===== src/rtl/ps2_frame_rx.sv =====
`default_nettype none
// ============================================================================
// Module   : ps2_frame_rx
// Brief    : PS/2 device-to-host frame receiver. Delivers validated scan codes
//            with break/extended qualifiers; F0/E0 prefixes are absorbed.
// Revision : 1.0
// ============================================================================
module ps2_frame_rx #(
    parameter int FILTER_LEN = 20,
    parameter int TIMEOUT    = 20000
) (
    input  logic       clk,
    input  logic       rst,
    input  logic       kclk_i,
    input  logic       kdata_i,
    output logic [7:0] code_o,
    output logic       code_valid_o,
    output logic       is_break_o,
    output logic       is_ext_o,
    output logic       frame_err_o,
    output logic       busy_o
);

    localparam int              c_FW   = $clog2(FILTER_LEN + 1);
    localparam int              c_TW   = $clog2(TIMEOUT + 1);
    localparam logic [c_FW-1:0] c_FLEN = c_FW'(FILTER_LEN);
    localparam logic [c_TW-1:0] c_TMAX = c_TW'(TIMEOUT);

    typedef enum logic [1:0] {
        S_IDLE   = 2'd0,
        S_DATA   = 2'd1,
        S_PARITY = 2'd2,
        S_STOP   = 2'd3
    } state_t;

    // Bit 0 carries kclk, bit 1 carries kdata.
    logic [1:0]      sync1_q;
    logic [1:0]      sync2_q;
    logic [1:0]      sync3_q;
    logic [c_FW-1:0] fcnt_q [2];
    logic [1:0]      filt_q;
    logic [1:0]      filt_d;
    logic            fall_q;

    state_t          state_q;
    logic [2:0]      bitcnt_q;
    logic [7:0]      shift_q;
    logic            par_q;
    logic            brk_pend_q;
    logic            ext_pend_q;
    logic [c_TW-1:0] tcnt_q;
    logic [7:0]      code_q;
    logic            valid_q;
    logic            brk_q;
    logic            ext_q;
    logic            err_q;
    logic            busy_q;

    // A line is only accepted once it has been stable for the full window;
    // comparing against the previous synchronized sample keeps a change
    // from passing through while the counter is still saturated.
    always_comb begin
        filt_d = filt_q;
        for (int i = 0; i < 2; i++) begin
            if ((fcnt_q[i] == c_FLEN) && (sync2_q[i] == sync3_q[i])) begin
                filt_d[i] = sync2_q[i];
            end
        end
    end

    always_ff @(posedge clk or posedge rst) begin
        if (rst) begin
            sync1_q   <= 2'b11;
            sync2_q   <= 2'b11;
            sync3_q   <= 2'b11;
            fcnt_q[0] <= '0;
            fcnt_q[1] <= '0;
            filt_q    <= 2'b11;
            fall_q    <= 1'b0;
        end else begin
            sync1_q <= {kdata_i, kclk_i};
            sync2_q <= sync1_q;
            sync3_q <= sync2_q;
            for (int i = 0; i < 2; i++) begin
                if (sync2_q[i] != sync3_q[i]) begin
                    fcnt_q[i] <= '0;
                end else if (fcnt_q[i] != c_FLEN) begin
                    fcnt_q[i] <= fcnt_q[i] + 1'b1;
                end
            end
            filt_q <= filt_d;
            fall_q <= filt_q[0] & ~filt_d[0];
        end
    end

    always_ff @(posedge clk or posedge rst) begin
        if (rst) begin
            state_q    <= S_IDLE;
            bitcnt_q   <= '0;
            shift_q    <= '0;
            par_q      <= 1'b0;
            brk_pend_q <= 1'b0;
            ext_pend_q <= 1'b0;
            tcnt_q     <= '0;
            code_q     <= '0;
            valid_q    <= 1'b0;
            brk_q      <= 1'b0;
            ext_q      <= 1'b0;
            err_q      <= 1'b0;
            busy_q     <= 1'b0;
        end else begin
            valid_q <= 1'b0;
            err_q   <= 1'b0;

            if ((state_q == S_IDLE) || fall_q) begin
                tcnt_q <= '0;
            end else if (tcnt_q != c_TMAX) begin
                tcnt_q <= tcnt_q + 1'b1;
            end

            // A fall in the same cycle as the threshold takes priority.
            if ((state_q != S_IDLE) && !fall_q && (tcnt_q == c_TMAX)) begin
                state_q    <= S_IDLE;
                busy_q     <= 1'b0;
                err_q      <= 1'b1;
                brk_pend_q <= 1'b0;
                ext_pend_q <= 1'b0;
            end else if (fall_q) begin
                case (state_q)
                    S_IDLE: begin
                        if (!filt_q[1]) begin
                            state_q  <= S_DATA;
                            bitcnt_q <= '0;
                            busy_q   <= 1'b1;
                        end
                    end
                    S_DATA: begin
                        shift_q  <= {filt_q[1], shift_q[7:1]};
                        bitcnt_q <= bitcnt_q + 1'b1;
                        if (bitcnt_q == 3'd7) begin
                            state_q <= S_PARITY;
                        end
                    end
                    S_PARITY: begin
                        par_q   <= filt_q[1];
                        state_q <= S_STOP;
                    end
                    S_STOP: begin
                        state_q <= S_IDLE;
                        busy_q  <= 1'b0;
                        if (filt_q[1] && (^{shift_q, par_q})) begin
                            if (shift_q == 8'hF0) begin
                                brk_pend_q <= 1'b1;
                            end else if (shift_q == 8'hE0) begin
                                ext_pend_q <= 1'b1;
                            end else begin
                                code_q     <= shift_q;
                                brk_q      <= brk_pend_q;
                                ext_q      <= ext_pend_q;
                                valid_q    <= 1'b1;
                                brk_pend_q <= 1'b0;
                                ext_pend_q <= 1'b0;
                            end
                        end else begin
                            err_q      <= 1'b1;
                            brk_pend_q <= 1'b0;
                            ext_pend_q <= 1'b0;
                        end
                    end
                    default: begin
                        state_q <= S_IDLE;
                        busy_q  <= 1'b0;
                    end
                endcase
            end
        end
    end

    assign code_o       = code_q;
    assign code_valid_o = valid_q;
    assign is_break_o   = brk_q;
    assign is_ext_o     = ext_q;
    assign frame_err_o  = err_q;
    assign busy_o       = busy_q;

endmodule
`default_nettype wire


===== config.mk =====
export PLATFORM = sky130hd
export DESIGN_NAME = ps2_frame_rx
export DESIGN_NICKNAME = d
export VERILOG_FILES = /design/src/rtl/ps2_frame_rx.sv
export SDC_FILE = /design/constraint.sdc
export NUM_CORES = 1
export LEC_CHECK = 0
export ABC_AREA = 1
export BUFFER_PORTS_ARGS = -buffer_cell sky130_fd_sc_hd__buf_2
export CAP_MARGIN = 25
export CORE_ASPECT_RATIO = 0.5
export CORE_UTILIZATION = 60
export CTS_CLUSTER_SIZE = 20
export DETAILED_ROUTE_END_ITERATION = 8
export GPL_TIMING_DRIVEN = 0
export PLACE_DENSITY = 0.78
export SYNTH_ARGS = -nofsm -noshare
export SYNTH_HDL_FRONTEND = slang
export SYNTH_SLANG_ARGS = --single-unit

===== constraint.sdc =====
create_clock -name clk -period 2.85 [get_ports clk]
set_input_delay 0.57 -clock clk [delete_from_list [all_inputs] [get_ports clk]]
set_output_delay 0.57 -clock clk [all_outputs]
set_load 0.01 [all_outputs]

Yosys cells after proc, flatten, opt, wreduce, memory -nomap -nowiden
Cells that the tools add are included.

Register bits after elaboration: 63. Input bits: 4. Output and inout port bits: 13. Word-level logic and storage cells: 116.

Equality and inequality tests: 21. Muxes and demuxes: 40. Add/sub/neg operators: 4. Reduce and logical (&&, ||, !) cells: 25. Bitwise gates (word level): 5.

Operator list (number): $mux 15 (2); $mux 1 (26); $mux 5 (4); $reduce_and 3->1 (6); $eq 8x8->1 const B (2); $add 15x1->15 const B (1); $eq 15x15->1 const B (1); $ne 15x15->1 const B (1); $reduce_bool 2->1 (7); $add 5x1->5 const B (2); $eq 5x5->1 const B (2); $ne 5x5->1 const B (2); $reduce_xor 9->1 (1); $mux 2 (4); $pmux 2 s4 (1); $ne 3x3->1 const B (2); $pmux 3 s2 (1); $reduce_and 6->1 (1); $logic_and 1x1->1 (5); $eq 2x2->1 const B (2); $ne 4x4->1 const B (1); $not 1->1 (4); $reduce_and 4->1 (1); $add 3x1->3 const B (1); 13 further kinds (15).

Logic depth before layout (Yosys ltp)
Gate-level depths: netlist of run 1.

Depth in word-level cells: 7. Gate-level depth with buffers: 13. Gate-level depth less buffers: 13.

Worst setup path before layout of run 1
Ideal clock, no wire load.

Path kind: register to register. From: reg state_q[0]. To: reg tcnt_q[2]. Stages on the path, launching flop included: 9. Setup time: 0.063 ns. Period minus slack after synthesis: 1.498 ns. Arrival time: 1.435 ns. Path slack: 1.352 ns. Buffers on the path: 1. Required time: 2.787 ns. Cell sequence: dfrtp_1 -> inv_1 -> ha_1 -> nor2_1 -> clkbuf_1 -> inv_1 -> nor3_1 -> nand2_1 -> inv_1.

Longest elaborated chain between the ends: 3. Elaborated cells between the ends (all ways): 4. Those cells by class: 1 x mux; 3 x reduce/logical.

Ends and longest elaborated chain: from (decl) (RTL line 45) `state_t state_q;`; from (signal assigned) (RTL line 98) `state_q <= S_IDLE;`; from (signal assigned) (RTL line 123) `state_q <= S_IDLE;`; from (signal assigned) (RTL line 132) `state_q <= S_DATA;`; $logic_not 2->1 * (RTL line 115) `if ((state_q == S_IDLE) || fall_q) begin`; $logic_or 1x1->1 * (RTL line 115); $mux 15 / $reduce_bool 2->1 (equally long branches); to (signal assigned) (RTL line 118) `tcnt_q <= tcnt_q + 1'b1;`; to (decl) (RTL line 51) `logic [c_TW-1:0] tcnt_q;`.

Every way passes the cells marked *; elsewhere a longest branch is shown, timed or not. A chain may end at the register's enable or synchronous reset.

Worst setup path after layout of run 1
From: reg state_q[1]. To: reg tcnt_q[2].

Same word-level chain as after synthesis.

==> metrics.md, run 1 <==
| Metric | Value |
|---|---|
| Run status | finished clean |
| Reg-to-reg startpoint | state_q[1]$_DFFE_PP0P_ |
| Share of flip-flops with an asynchronous set or reset | 100% |
| Antenna Cells | 0 |
| CTS tree | built |
| Leading area contributor after synthesis | dfrtp_1 |
| Post-synth top area share | 43.4% |
| Most common cell after layout, fill and taps aside | nand2_1 |
| Vias per cell | 5.33 |
| Final Util | 71.5% |
| Synth Warn # | 0 |
| CP max FO | 10 |
| Psw | 381 uW |
| Final Max Tran Viols | 0 |
| Syn_area_per_cell | 8.63 sq um |
| Hpwl dp | 4.19 mm |
| Initial Util | 63.5% |
| Critical Path RT | 3.13 ns |
| Pin count of the biggest net entering global routing | 34 |
| Synth Flop Type | dfrtp_1 |
| Clock power frac | 46.2% |
| Largest cells by area after synthesis | dfrtp_1 (43%), nand2_1 (9.0%), dfstp_2 (6.6%) |
| Sequential Power Share | 50.7% |
| CTS Hold Bufs | 0 |
| Remaining Overflow, GRT | 0 |
| Comb pwr share | 3.1% |
| Final worst path period share | 66.3% |
| R2R depth | 8 |
| Post-DRT Antenna Nets | 0 |
| Crit Path Category | reg -> reg |
| Tmin final | 1.89 ns |
| Crit path launch | state_q[1]$_DFFE_PP0P_ |
| Most frequent cells in the layout | nand2_1 (76), dfrtp_1 (55), inv_1 (48), nand3_1 (31), nor2_1 (27) |
| DR DRC count | 0 |
| Cell Int Power | 1440 uW |
| Vias in the first global route | 2,362 |
| Avg WL per Cell | 12.8 um |
| RSZ-0062 raised after global routing | false |
| I/O pin cnt | 17 |
| Maximum capacitance violations | 0 |
| Post-synth EDFFs | 0 |
| Slew of the pin with the lowest slew margin | 0.648 ns |
| Max Clock Skew | 0.00943 ns |
| Maximum VDD drop | 314 uV |
| Fin nets | 412 |
| Mapped Area | 3170 sq um |
| GRT Total Usage | 23.8% |
| Die X | 105 um |
| Drt pass-1 iters | 4 |
| Num rows | 18 |
| Clock Latency Late Sink | 0.34 ns |
| Full die area | 5600 sq um |
| Post CTS Setup Buffer Count | 0 |
| Element type at the critical path start | flop |
| Synth Register Bits | 63 |
| Fmax | 530 MHz |
| Area delta synth->final | 12.7% |
| Setup crit end kind | flop |
| CP endpoint | tcnt_q[2]$_DFFE_PP0N_ |
| RePlAce Congestion | 0.820 |
| Syn_nets | 384 |
| Post-Syn Instances | 368 |
| Sequential element share of the synthesized area | 50.0% |
| Port Buffers | 16 |
| Lkg Pwr | 0.00178 uW |
| Htree depth | 3 |
| Reg clk slew, reported paths | 0.07 ns |
| CTS Buffer Depth | 2 |
| Setup TNS | 0 ns |
| Flop-to-flop setup slack | 0.96 ns |
| Share of layout cells above drive strength 1 | 20.0% |
| RR Endpoint | tcnt_q[2]$_DFFE_PP0N_ |
| Endpoints failing setup | 0 |
| Worst slew margin | 56.7% |
| Final wirelength | 6.05 mm |
| Cell variety after synth | 30 |
| HP Class | in -> async |
| Core Region | 5000 sq um |
| Initial antenna violation count | 0 |
| Crit path DAT | 2.16 ns |
| DR vias | 2,512 |
| Final Hold Viols | 0 |
| Num CTS Buffers | 9 |
| DR iter-0 viols | 62 |
| Clock root buffer | clkbuf_8 |
| DIE HEIGHT | 53.4 um |
| Post-CTS sizing | 0 |
| Pwr dens | 510 nW/um^2 |
| Final hold slack | 0.319 ns |
| First-pass GRT wire length | 10.0 mm |
| Sw Share | 20.9% |
| CTS sink cnt | 63 |
-- cell families (layout without fill, tap and decap cells) --
logic type      count (synthesis)  count (layout)  share of synthesized area, %
simple gates                  177             177                          27.0
fa+ha+maj                      12              12                          4.73
xor+xnor                        4               4                          1.10
compound gates                 51              51                          9.42
flops                          63              63                          50.0
buf+inv                        61              94                          7.73
-- sequential cells by signal (all words and copies together), names as in the netlist --
signal	flops
state_q	2
ext_pend_q	1
tcnt_q	15
sync1_q	2
fall_q	1
fcnt_q	10
brk_pend_q	1
code_valid_o	1
bitcnt_q	3
is_ext_o	1
busy_o	1
sync3_q	2
sync2_q	2
filt_q	2
shift_q	8
par_q	1
is_break_o	1
frame_err_o	1
code_o	8
-- final cells by class --
cell class                 count  area (sq um)
sequential                    63          1590
fill                         378          1420
multi-input combinational    244          1340
inverter                      58           218
clock buffer                  12           145
timing repair buffer          17           100
tap                           70          87.6
clock inverter                 4          70.1
buffer                         3          27.5
-- worst max-delay path, cell delays in order, from the launching register on --
cell and delay, ns:
dfrtp_1 0.38, inv_1 0.09, ha_1 0.23, nor2_1 0.22
clkbuf_1 0.37, inv_1 0.23, nor3_1 0.18, nand2_1 0.07
inv_1 0.06
-- routing by layer --
metal  GRT usage, %  wire length (um)
met1           27.0              2760
met2           43.3              2950
met3           7.14               256
met4           10.3                83
met5              0                 0
-- synthesized netlist by cell type (all sizes together) (4+ instances only) --
master  instances
nor3           11
a31oi           4
o21ai          34
dfstp           8
nand2          87
inv            57
nand4          12
xor2            4
ha             12
a21oi           9
nand3          35
nor2           29
dfrtp          55
-- worst min path at each step --
stage / start / to / cells after the start
floorplan: sync1_q[0]$_DFF_PP1_ / sync2_q[0]$_DFF_PP1_ / 0
global placement: sync1_q[0]$_DFF_PP1_ / sync2_q[0]$_DFF_PP1_ / 0
detailed placement: sync1_q[1]$_DFF_PP1_ / sync2_q[1]$_DFF_PP1_ / 0
CTS: kclk_i / sync1_q[0]$_DFF_PP1_ / 1
global route: kclk_i / sync1_q[0]$_DFF_PP1_ / 1
finish: rst / shift_q[3]$_DFFE_PP0P_ / 2
-- through the flow --
stage	setup slack, ns	instance area (sq um)	std cells	total power [uW]
5_1_grt	0.781	3580	471	1890
3_3_place_gp	0.0503	3340	454	990
3_5_place_dp	0.984	3360	455	1000
6_report	0.962	3580	471	1830
4_1_cts	0.972	3580	471	1840
2_1_floorplan	0.723	3170	368	978
-- power groups by stage --
| stage | clock network, uW | logic, uW | registers, uW |
|---|---|---|---|
| floorplan | 0 | 40.2 | 938 |
| global placement | 0 | 50.0 | 940 |
| detailed placement | 0 | 58.6 | 941 |
| CTS | 851 | 59.2 | 925 |
| global route | 893 | 67.7 | 927 |
| finish | 844 | 56.9 | 925 |
(Power assumes the default switching activity.)
==> run 2: changes to the inputs <==
CORE_UTILIZATION = 55   (was 60)
PLACE_DENSITY = 0.76   (was 0.78)
clock period = 1.5 ns   (was 2.85 ns; I/O delays follow)
==> metrics.md, run 2 (synthesis results as in run 1) <==
| Metric | Value |
|---|---|
| Run status | finished, violations left (was finished clean) |
| Violated checks | setup timing |
| Hold wc startpoint | kclk_i |
| Flop-to-flop setup slack | -0.22 ns (was 0.96 ns) |
| Area delta synth->final | 36.3% (was 12.7%) |
| Reg-to-reg startpoint | shift_q[1]$_DFFE_PP0P_ (was state_q[1]$_DFFE_PP0P_) |
| Setup crit end kind | flop (unchanged) |
| Antenna Cells | 0 (unchanged) |
| Clock Latency Late Sink | 0.33 ns (was 0.34 ns) |
| HP Class | in -> reg (was in -> async) |
| Endpoints failing setup | 17 (was 0) |
| Most frequent cells in the layout | dfrtp_1 (48), nand2_1 (47), inv_1 (36), buf_4 (33), nand2_2 (30) (was nand2_1 (76), dfrtp_1 (55), inv_1 (48), nand3_1 (31), nor2_1 (27)) |
| Max Clock Skew | 0.00674 ns (was 0.00943 ns) |
| Vias per cell | 5.89 (was 5.33) |
| Pwr dens | 905 nW/um^2 (was 510 nW/um^2) |
| RePlAce Congestion | 0.810 (was 0.820) |
| DR iter-0 viols | 205 (was 62) |
| Critical Path, Cell by Cell | nor2_4 -> nor2_4 -> nand2_2 -> nand3_2 -> nand3_4 -> nand3_4 -> inv_2 -> nand2_4 -> buf_8 -> nand2_2 -> o21ai_2 (was inv_1 -> ha_1 -> nor2_1 -> clkbuf_1 -> inv_1 -> nor3_1 -> nand2_1 -> inv_1) |
| Final hold slack | 0.0699 ns (was 0.319 ns) |
| R2R depth | 11 (was 8) |
| DR DRC count | 0 (unchanged) |
| Final wirelength | 8.37 mm (was 6.05 mm) |
| Die X | 109 um (was 105 um) |
| Area of the multi-input gates | 1660 sq um (was 1340 sq um) |
| Largest registers | tcnt_q: 15 flops, fcnt_q: 10 flops (unchanged) |
| GRT Total Usage | 24.6% (was 23.8%) |
| Full die area | 6100 sq um (was 5600 sq um) |
| Largest register FFs | 15 (unchanged) |
| Final Hold Viols | 0 (unchanged) |
| Sequential Power Share | 44.9% (was 50.7%) |
| Vias in the first global route | 2,649 (was 2,362) |
| Worst slew margin | 47.3% (was 56.7%) |
| I/O pin cnt | 17 (unchanged) |
| Sw Share | 20.9% (about the same) |
| Register area | 1600 sq um (was 1590 sq um) |
| Buf/Inv on CP | 2 (was 4) |
| Element type at the critical path start | flop (unchanged) |
| Pin count of the biggest net entering global routing | 38 (was 34) |
| Initial Util | 57.6% (was 63.5%) |
| Tmin final | 1.72 ns (was 1.89 ns) |
| Most common cell after layout, fill and taps aside | dfrtp_1 (was nand2_1) |
| Max incr delay on CP | 0.46 ns (was 0.38 ns) |
| Max stage delay cell, worst path | dfrtp_2 (was dfrtp_1) |
| Slew of the pin with the lowest slew margin | 0.789 ns (was 0.648 ns) |
| DR vias | 3,015 (was 2,512) |
| Drt pass-1 iters | 5 (was 4) |
| Post-Layout Cell Count | 512 (was 471) |
| Delay-heaviest family, CP | simple AND/OR/NAND/NOR gates (was buffers and inverters) |
| Cell Int Power | 3100 uW (was 1440 uW) |
| CTS Buffer Depth | 2 (unchanged) |
| RR Endpoint | code_o[7]$_DFFE_PP0P_ (was tcnt_q[2]$_DFFE_PP0N_) |
| Post-DRT Antenna Nets | 0 (unchanged) |
| Core Region | 5520 sq um (was 5000 sq um) |
| DIE HEIGHT | 55.7 um (was 53.4 um) |
| Share of layout cells above drive strength 1 | 45.1% (was 20.0%) |
| Initial antenna violation count | 0 (unchanged) |
| CTS sink cnt | 63 (unchanged) |
| Placed cells | 458 (was 455) |
| Clock root buffer | clkbuf_16 (was clkbuf_8) |
| First-pass GRT wire length | 11.4 mm (was 10.0 mm) |
| Avg WL per Cell | 16.3 um (was 12.8 um) |
| Fillers | 289 (was 378) |
| Critical Path RT | 1.72 ns (was 3.13 ns) |
| CP max FO | 8 (was 10) |
| Final worst path period share | 115% (was 66.3%) |
| Final WS setup | -0.221 ns (was 0.962 ns) |
| Final Max Tran Viols | 0 (unchanged) |
| CTS Hold Bufs | 0 (unchanged) |
| Comb pwr share | 2.8% (was 3.1%) |
| Min-Delay Path Depth | 1 |
| Reg clk slew, reported paths | 0.05 ns (was 0.07 ns) |
| Htree depth | 3 (unchanged) |
| Maximum VDD drop | 810 uV (was 314 uV) |
| Largest Register | tcnt_q (unchanged) |
| Crit Path Category | reg -> reg (unchanged) |
| Num CTS Buffers | 9 (unchanged) |
| Hpwl dp | 4.24 mm (was 4.19 mm) |
| RSZ-0062 raised after global routing | true (was false) |
| Remaining Overflow, GRT | 0 (unchanged) |
| Final Util | 78.5% (was 71.5%) |
| Fin nets | 450 (was 412) |
| Psw | 817 uW (was 381 uW) |
| Hold Path End | sync1_q[0]$_DFF_PP1_ |
| Clock power frac | 52.3% (was 46.2%) |
| Port Buffers | 16 (unchanged) |
| Fmax | 581 MHz (was 530 MHz) |
| CTS tree | built (unchanged) |
| Lkg Pwr | 0.00209 uW (was 0.00178 uW) |
| Crit path DAT | 1.94 ns (was 2.16 ns) |
| Maximum capacitance violations | 0 (unchanged) |
| Num rows | 19 (was 18) |
run 2: metrics by stage:
stage / power (uW) / setup slack [ns] / instance area [sq um] / setup TNS [ns]
after global routing: 4040 / -0.344 / 4330 / -5.27
after CTS: 3940 / -0.0798 / 3970 / -0.784
after global placement: 1880 / -0.270 / 3350 / -2.65
after detailed placement: 1900 / -0.350 / 3370 / -4.46
after floorplan: 1860 / 0.00199 / 3180 / 0
final: 3920 / -0.221 / 4330 / -2.58
run 2: metal layers:
metal	share of wire (%)	vias to the layer above	track usage, %	wire length [um]
met5	0	-	0	0
met4	5.4	0	11.8	451
met3	7.0	51	7.38	583
met2	50	164	41.3	4170
met1	38	1465	28.7	3170
li1	-	1335	-	-
run 2: what timing repair did:
item                       CTS  global route
buffers inserted            20            19
setup endpoints to repair   37            40
cloned                       1             0
gates resized for setup     44            70
pin swaps                   26            21
run 2: how the worst max path moves through the flow:
stage,startpoint,endpoint,slack (ns),depth (start not counted)
after floorplan,state_q[0]$_DFFE_PP0P_,tcnt_q[2]$_DFFE_PP0N_,0.002,8
after global placement,state_q[0]$_DFFE_PP0P_,tcnt_q[2]$_DFFE_PP0N_,-0.27,8
after detailed placement,state_q[0]$_DFFE_PP0P_,tcnt_q[2]$_DFFE_PP0N_,-0.35,8
after CTS,shift_q[2]$_DFFE_PP0P_,code_o[4]$_DFFE_PP0P_,-0.08,12
after global routing,shift_q[1]$_DFFE_PP0P_,code_o[7]$_DFFE_PP0P_,-0.34,12
final,shift_q[1]$_DFFE_PP0P_,code_o[7]$_DFFE_PP0P_,-0.22,11
run 2: power by group through the flow:
stage | logic [uW] | registers [uW] | clock network [uW]
global placement | 95.9 | 1790 | 0
floorplan | 76.8 | 1780 | 0
detailed placement | 110 | 1790 | 0
CTS | 111 | 1760 | 2070
global route | 132 | 1760 | 2150
finish | 110 | 1760 | 2050
run 2: layout make-up:
cell class              count  share of cell area [%]
plain buffers               2                   0.636
clock buffers              13                    5.78
clock inverters             3                   0.983
inverters                  58                    5.17
multi-input cells         244                    38.4
flip-flops and latches     63                    36.9
well taps                  73                    2.11
repair buffers             56                    10.1
